[config.mk]
export PLATFORM = sky130hd
export DESIGN_NAME = lifo_pop_streamer
export DESIGN_NICKNAME = d
export VERILOG_FILES = /design/src/rtl/lifo_pop_streamer.sv
export SDC_FILE = /design/constraint.sdc
export NUM_CORES = 1
export LEC_CHECK = 0
export BUFFER_PORTS_ARGS = -buffer_cell sky130_fd_sc_hd__buf_2
export CORE_UTILIZATION = 57
export DETAILED_ROUTE_END_ITERATION = 16
export PLACE_DENSITY = 0.87
export SYNTH_ARGS = -nofsm -noshare
export SYNTH_HDL_FRONTEND = slang
export SYNTH_SLANG_ARGS = --single-unit
[constraint.sdc]
create_clock -name clk -period 2.7 [get_ports clk]
set_input_delay 0.405 -clock clk [delete_from_list [all_inputs] [get_ports clk]]
set_output_delay 0.405 -clock clk [all_outputs]
set_load 0.005 [all_outputs]
[src/rtl/lifo_pop_streamer.sv]
// Read-side master for the 8-bit LIFO: pops a programmed number of words
// and streams them out through a 2-entry skid buffer (valid/ready).
module lifo_pop_streamer #(
  parameter int DW    = 8,
  parameter int CNT_W = 5
) (
  input  logic             clk,
  input  logic             rst,
  input  logic             start,
  input  logic [CNT_W-1:0] count,
  output logic             busy,
  output logic             done,
  output logic             underrun,
  output logic             lifo_pop,
  output logic             lifo_r_en,
  input  logic [DW-1:0]    lifo_out,
  input  logic             lifo_empty,
  output logic [DW-1:0]    m_data,
  output logic             m_valid,
  input  logic             m_ready
);

  typedef enum logic [1:0] {
    S_IDLE,
    S_POP,
    S_FLUSH,
    S_DONE
  } state_t;

  state_t           state, state_n;
  logic [CNT_W-1:0] remaining, remaining_n;
  logic             underrun_q, underrun_n;
  logic             inflight;
  logic [DW-1:0]    skid0, skid1;
  logic [1:0]       occ;
  logic [1:0]       need;
  logic             xfer;
  logic             credit;
  logic             pop;

  assign m_valid = (occ != 2'd0);
  assign m_data  = skid0;
  assign xfer    = m_valid & m_ready;

  // Slots committed next cycle: held words plus the word in flight,
  // minus the one leaving now.
  assign need    = occ + {1'b0, inflight} - {1'b0, xfer};
  assign credit  = (need < 2'd2);

  assign pop = (state == S_POP) & (remaining != '0)
             & ~lifo_empty & credit;

  assign lifo_pop  = pop;
  assign lifo_r_en = pop;
  assign busy      = (state != S_IDLE);
  assign done      = (state == S_DONE);
  assign underrun  = underrun_q;

  always_comb begin
    state_n     = state;
    remaining_n = remaining;
    underrun_n  = underrun_q;
    unique case (state)
      S_IDLE: begin
        if (start) begin
          underrun_n = 1'b0;
          if (count != '0) begin
            remaining_n = count;
            state_n     = S_POP;
          end else begin
            state_n = S_DONE;
          end
        end
      end
      S_POP: begin
        if (pop) begin
          remaining_n = remaining - CNT_W'(1);
          if (remaining == CNT_W'(1)) state_n = S_FLUSH;
        end else if (lifo_empty && !inflight) begin
          underrun_n  = 1'b1;
          remaining_n = '0;
          state_n     = S_FLUSH;
        end
      end
      S_FLUSH: begin
        if (!inflight && occ == 2'd0) state_n = S_DONE;
      end
      S_DONE: state_n = S_IDLE;
      default: state_n = S_IDLE;
    endcase
  end

  always_ff @(posedge clk or posedge rst) begin
    if (rst) begin
      state      <= S_IDLE;
      remaining  <= '0;
      underrun_q <= 1'b0;
      inflight   <= 1'b0;
    end else begin
      state      <= state_n;
      remaining  <= remaining_n;
      underrun_q <= underrun_n;
      inflight   <= pop;
    end
  end

  // Capture of the in-flight word and head transfer may coincide.
  always_ff @(posedge clk or posedge rst) begin
    if (rst) begin
      occ   <= 2'd0;
      skid0 <= '0;
      skid1 <= '0;
    end else begin
      unique case ({inflight, xfer})
        2'b10: begin
          if (occ == 2'd0) skid0 <= lifo_out;
          else             skid1 <= lifo_out;
          occ <= occ + 2'd1;
        end
        2'b01: begin
          skid0 <= skid1;
          occ   <= occ - 2'd1;
        end
        2'b11: begin
          if (occ == 2'd2) begin
            skid0 <= skid1;
            skid1 <= lifo_out;
          end else begin
            skid0 <= lifo_out;
          end
        end
        default: ;
      endcase
    end
  end

endmodule
[Word level (Yosys, flattened, before mapping)]
Index checks and enable logic that the tools add are counted.
Cells by class
  add/sub/neg operators: 5
  $lt $le $gt $ge: 1
  equal/unequal tests: 18
  multiplexer cells: 23
  bitwise logic cells: 5
  reduce and logical (&&, ||, !) cells: 18
Operators with widths (number)
  $mux W8: 4
  $pmux W8 S3: 1
  $mux W5: 4
  $pmux W8 S2: 1
  $ne A2 B2 Y1 const B: 7
  $mux W2: 6
  $reduce_and A4 Y1: 3
  $eq A2 B2 Y1 const B: 5
  $pmux W5 S2: 1
  $reduce_bool A2 Y1: 5
  $reduce_bool A5 Y1: 2
  $pmux W2 S4: 1
  $ne A3 B2 Y1 const B: 2
  $eq A5 B1 Y1 const B: 1
  $sub A5 B1 Y5 const B: 1
  $and A1 B1 Y1: 4
  $eq A2 B1 Y1 const B: 2
  $logic_not A2 Y1: 2
  $pmux W2 S2: 1
  $mux W1: 3
  $reduce_and A3 Y1: 1
  $reduce_bool A3 Y1: 1
  $add A2 B1 Y2: 1
  $add A2 B1 Y2 const B: 1
  other kinds (9): 10
Storage, ports and cells
  flip-flop bits (word level): 27
  bits of input ports: 18
  output and inout port bits: 14
  logic and storage cells: 77

[Longest topological paths before layout]
  word-level depth: 7
  gate-level depth with buffers: 8
  gate-level depth less buffers: 8

[Least setup slack after synthesis]
Ideal clock, no wire load.
  path type: register -> output
  from: register state[1]
  to: output port lifo_r_en
  data arrival time: 1.603 ns
  data required time: 2.295 ns
  setup slack: 0.692 ns
  cell stages (with the launch flop): 8
  path buffers: 1
  path through: dfrtp_1 inv_1 ha_1 inv_1 or3_1 nand2b_2 inv_2 buf_4
Between the ends
  word-level cells in the longest chain between the ends: 4
Ends and longest elaborated chain
  start: declaration: RTL line 30  | state_t state, state_n;
  start signal: assignment: RTL line 100  | state <= state_n;
  $eq A2 B1 Y1: RTL line 50  | assign pop = (state == S_POP) & (remaining != '0)
  $and A1 B1 Y1: RTL line 50
  $and A1 B1 Y1 (2 in a row): RTL line 51  | & ~lifo_empty & credit;
  end: declaration: RTL line 15  | output logic lifo_r_en,
Every way passes these cells.

[Final worst setup path]
  from: register state[1]
  to: output port lifo_pop
Between the ends
  word-level cells in the longest chain between the ends: 4
Ends and longest elaborated chain
  $eq A2 B1 Y1: RTL line 50
  $and A1 B1 Y1: RTL line 50
  $and A1 B1 Y1 (2 in a row): RTL line 51
  end: declaration: RTL line 14  | output logic lifo_pop,
Every way passes these cells.

==> metrics.log <==
INFO  metric vdd_drop_max = 0.670 mV
INFO  metric hpwlAfterDp = 2.19 mm
INFO  metric outcome = completed
INFO  metric vert_die_dim = 52.1 um
INFO  metric slew_violations = 0
INFO  metric grt_first_pass_wirelength = 4.92 mm
INFO  metric worst_slew_margin_rel = 32.0%
INFO  metric clock_path_buffers = 2
INFO  metric leakage = 0.857 nW
INFO  metric grt.overflow.total = 0
INFO  metric met2_wirelength = 1.47 mm
INFO  metric area_of_the_multi_input_gates = 693 um^2
INFO  metric drt-pass1-iter-count = 4
INFO  metric worst_pin_slew = 1.02 ns
INFO  metric max_freq = 0.392 GHz
INFO  metric setup-tns-final = 0 ns
INFO  metric routed_wire_length_on_met3 = 146 um
INFO  metric coreArea = 2300 um^2
INFO  metric seq_area_frac_synth = 47.2%
INFO  metric synth_top_family_by_area = multiplexers
INFO  metric post_synth_main_area_contributors = sky130_fd_sc_hd__dfrtp_1, sky130_fd_sc_hd__mux2i_1, sky130_fd_sc_hd__mux2_2
INFO  metric h-tree-depth = 1
INFO  metric critical_path_peak_fanout = 7
INFO  metric finish.net_count = 195
INFO  metric post_synth_num_cell_types = 36
INFO  metric hold-worst-slack = 0.300 ns
INFO  metric cts_buffers = 3
INFO  metric initial_utilization = 62.4%
INFO  metric regArea = 676 um^2
INFO  metric dr_total_vias = 1130
INFO  metric detail_route.vias_per_cell = 5.74
INFO  metric gp_congestion = 0.848
INFO  metric filler_free_cell_count_of_the_finished_design = 197
INFO  metric post_cts_resized = 0
INFO  metric setup_crit_path_kind = register to output pin
INFO  metric post_syn_instances = 137
INFO  metric synthTopCellsByCount = sky130_fd_sc_hd__dfrtp_1, sky130_fd_sc_hd__nand2_1, sky130_fd_sc_hd__o21ai_0, sky130_fd_sc_hd__mux2i_1, sky130_fd_sc_hd__inv_1
INFO  metric uppermost_signal_routing_layer_after_detailed_routing = met4
INFO  metric synth.yosys.warnings = 0
INFO  metric postSynthAreaPerCell = 10.5 um^2
INFO  metric setup_repair_after_global_routing_missed_its_margin = false
INFO  metric track_usage = 25.9%
INFO  metric synthXorXnorAreaFrac = 0.611%
INFO  metric postCtsSetupRepairBufs = 0
INFO  metric final_hold_viol_count = 0
INFO  metric synthMuxAreaShare = 15.5%
INFO  metric cts_hold_buffers = 0
INFO  metric synth_most_common_cell = sky130_fd_sc_hd__dfrtp_1
INFO  metric detail_routed_net_length_per_standard_cell = 15.2 um
INFO  metric syn-cell-area = 1430 um^2
INFO  metric fin_crit_sh = 94.5%
INFO  metric final_antenna_net_count = 0
INFO  metric routed_wirelength = 3.00 mm
INFO  metric antenna_found_initial = 0
INFO  metric num_antenna_cells = 0
INFO  metric drt_iter0_drc = 30
INFO  metric clock-sinks = 27
INFO  metric finalClockSkew = 0.00479 ns
INFO  metric max_cap_violations = 0
INFO  metric min_path_type = input pin to asynchronous set/reset pin
INFO  metric placement.io_buffers = 31
INFO  metric library_cell_with_the_largest_summed_area_after_synthesis = sky130_fd_sc_hd__dfrtp_1
INFO  metric power_density = 1060 nW/um^2
INFO  metric clock_slew_seen_by_the_registers_of_the_worst_setup_and_hold_paths = 0.14 ns
INFO  metric die_area = 2720 um^2
INFO  metric number_of_synthesized_flops_with_an_enable_pin = 0
INFO  metric clock_latency = 0.32 ns
INFO  metric final_core_utilization = 71.3%
INFO  metric placed_cells = 193
INFO  metric proportion_of_layout_cells_with_a_drive_suffix_above_1 = 29.0%
INFO  metric synthArstFlopShare = 100%
INFO  metric critical_path.endpoint_type = output pin
INFO  metric num-fill-cells = 171
INFO  metric worst_ep_required_time = 2.30 ns
INFO  metric data_arrival_time_at_the_worst_slack_endpoint = 2.15 ns
INFO  metric synthFlopType = sky130_fd_sc_hd__dfrtp_1
INFO  metric yosys_register_bits = 27
INFO  metric met1_length = 1.30 mm
INFO  metric synth_simple_gate_area_share = 11.3%
INFO  metric post_synth_fa_ha_maj_area_fraction = 6.11%
INFO  metric fp-row-count = 17
INFO  metric final.min_clock_period = 2.55 ns
INFO  metric cell_at_the_root_of_the_clock_tree = sky130_fd_sc_hd__clkbuf_4
INFO  metric synth.top_cell.area_share = 47.2%
INFO  metric first_global_vias = 1086
INFO  metric final-setup-viol-count = 0
INFO  metric die_x = 52.1 um
INFO  metric pin_count = 32
INFO  metric tritoncts = yes
INFO  metric synth_compound_area_share = 14.8%
INFO  metric synthesis.nets = 162
INFO  metric drc = 0
INFO  metric syn2layout_area_growth = 14.3%
INFO  metric startpoint_type = register
INFO  metric grt_max_degree = 28
## sequential cells by signal (all words and copies together) (netlist names)
name,flops
m_data,8
occ,2
underrun,1
skid1,8
remaining,5
inflight,1
state,2
## through the flow
stage	setup slack, ns	total power [mW]	area, um^2
5_1_grt	0.0200	1.90	1640
6_report	0.147	1.74	1640
3_3_place_gp	0.593	1.49	1610
2_1_floorplan	0.692	1.30	1430
4_1_cts	0.119	1.74	1640
3_5_place_dp	0.513	1.56	1610
## cell type report
| class | instances | share of cell area (%) |
|---|---|---|
| sequential | 27 | 41.3 |
| inverter | 12 | 2.75 |
| timing repair buffer | 32 | 9.93 |
| tap | 28 | 2.14 |
| multi-input combinational | 94 | 42.3 |
| clock buffer | 4 | 1.60 |
## worst paths after layout
| path | from | to | slack, ns | cells past startpoint |
|---|---|---|---|---|
| worst max-delay path | state[1] | lifo_pop | 0.15 | 7 |
| worst min-delay path | rst | occ[1] | 0.30 | 2 |
| worst max register to register | remaining[0] | remaining[2] | 0.43 | 8 |
| worst min register to register | m_data[7] | m_data[7] | 0.50 | 2 |
| max in group asynchronous | rst | remaining[4] | 1.79 | 2 |
| min in group clk | lifo_out[5] | skid1[5] | 0.32 | 2 |
## cell usage in the layout (no fill, tap or decap), types with 3 or more instances in the layout
master                     count
sky130_fd_sc_hd__buf_2        31
sky130_fd_sc_hd__dfrtp_1      27
sky130_fd_sc_hd__nand2_1      15
sky130_fd_sc_hd__o21ai_0      13
sky130_fd_sc_hd__mux2i_1      12
sky130_fd_sc_hd__inv_1        11
sky130_fd_sc_hd__mux2_2        9
sky130_fd_sc_hd__a21oi_1       6
sky130_fd_sc_hd__ha_1          6
sky130_fd_sc_hd__nand3_1       3
sky130_fd_sc_hd__nor3_1        3
sky130_fd_sc_hd__clkbuf_4      3
## per-layer routing
layer	GRT usage (%)	vias to the layer above
li1	-	552
met3	3.80	9
met5	0	-
met1	33.1	527
met2	42.7	42
met4	13.2	0
## worst max-delay path: stages (launching register included)
cell,delay (ns)
sky130_fd_sc_hd__dfrtp_1,0.43
sky130_fd_sc_hd__inv_1,0.11
sky130_fd_sc_hd__ha_2,0.24
sky130_fd_sc_hd__inv_1,0.13
sky130_fd_sc_hd__or3_1,0.43
sky130_fd_sc_hd__nand2b_2,0.23
sky130_fd_sc_hd__inv_2,0.13
sky130_fd_sc_hd__buf_2,0.13
## cells by family (layout without fill, tap and decap cells)
logic type      after synthesis  count (layout)
xor+xnor                      1               1
buf+inv                      16              48
compound gates               33              33
fa+ha+maj                     7               7
mux                          21              21
flops                        27              27
simple gates                 32              32
## power breakdown
part           total [mW]  internal, mW  switching, mW
combinational       0.851         0.397          0.454
clock               0.174        0.0579          0.116
sequential          0.717         0.586          0.131
total                1.74          1.04          0.701
Note: power is estimated with default switching activity, not from simulation.
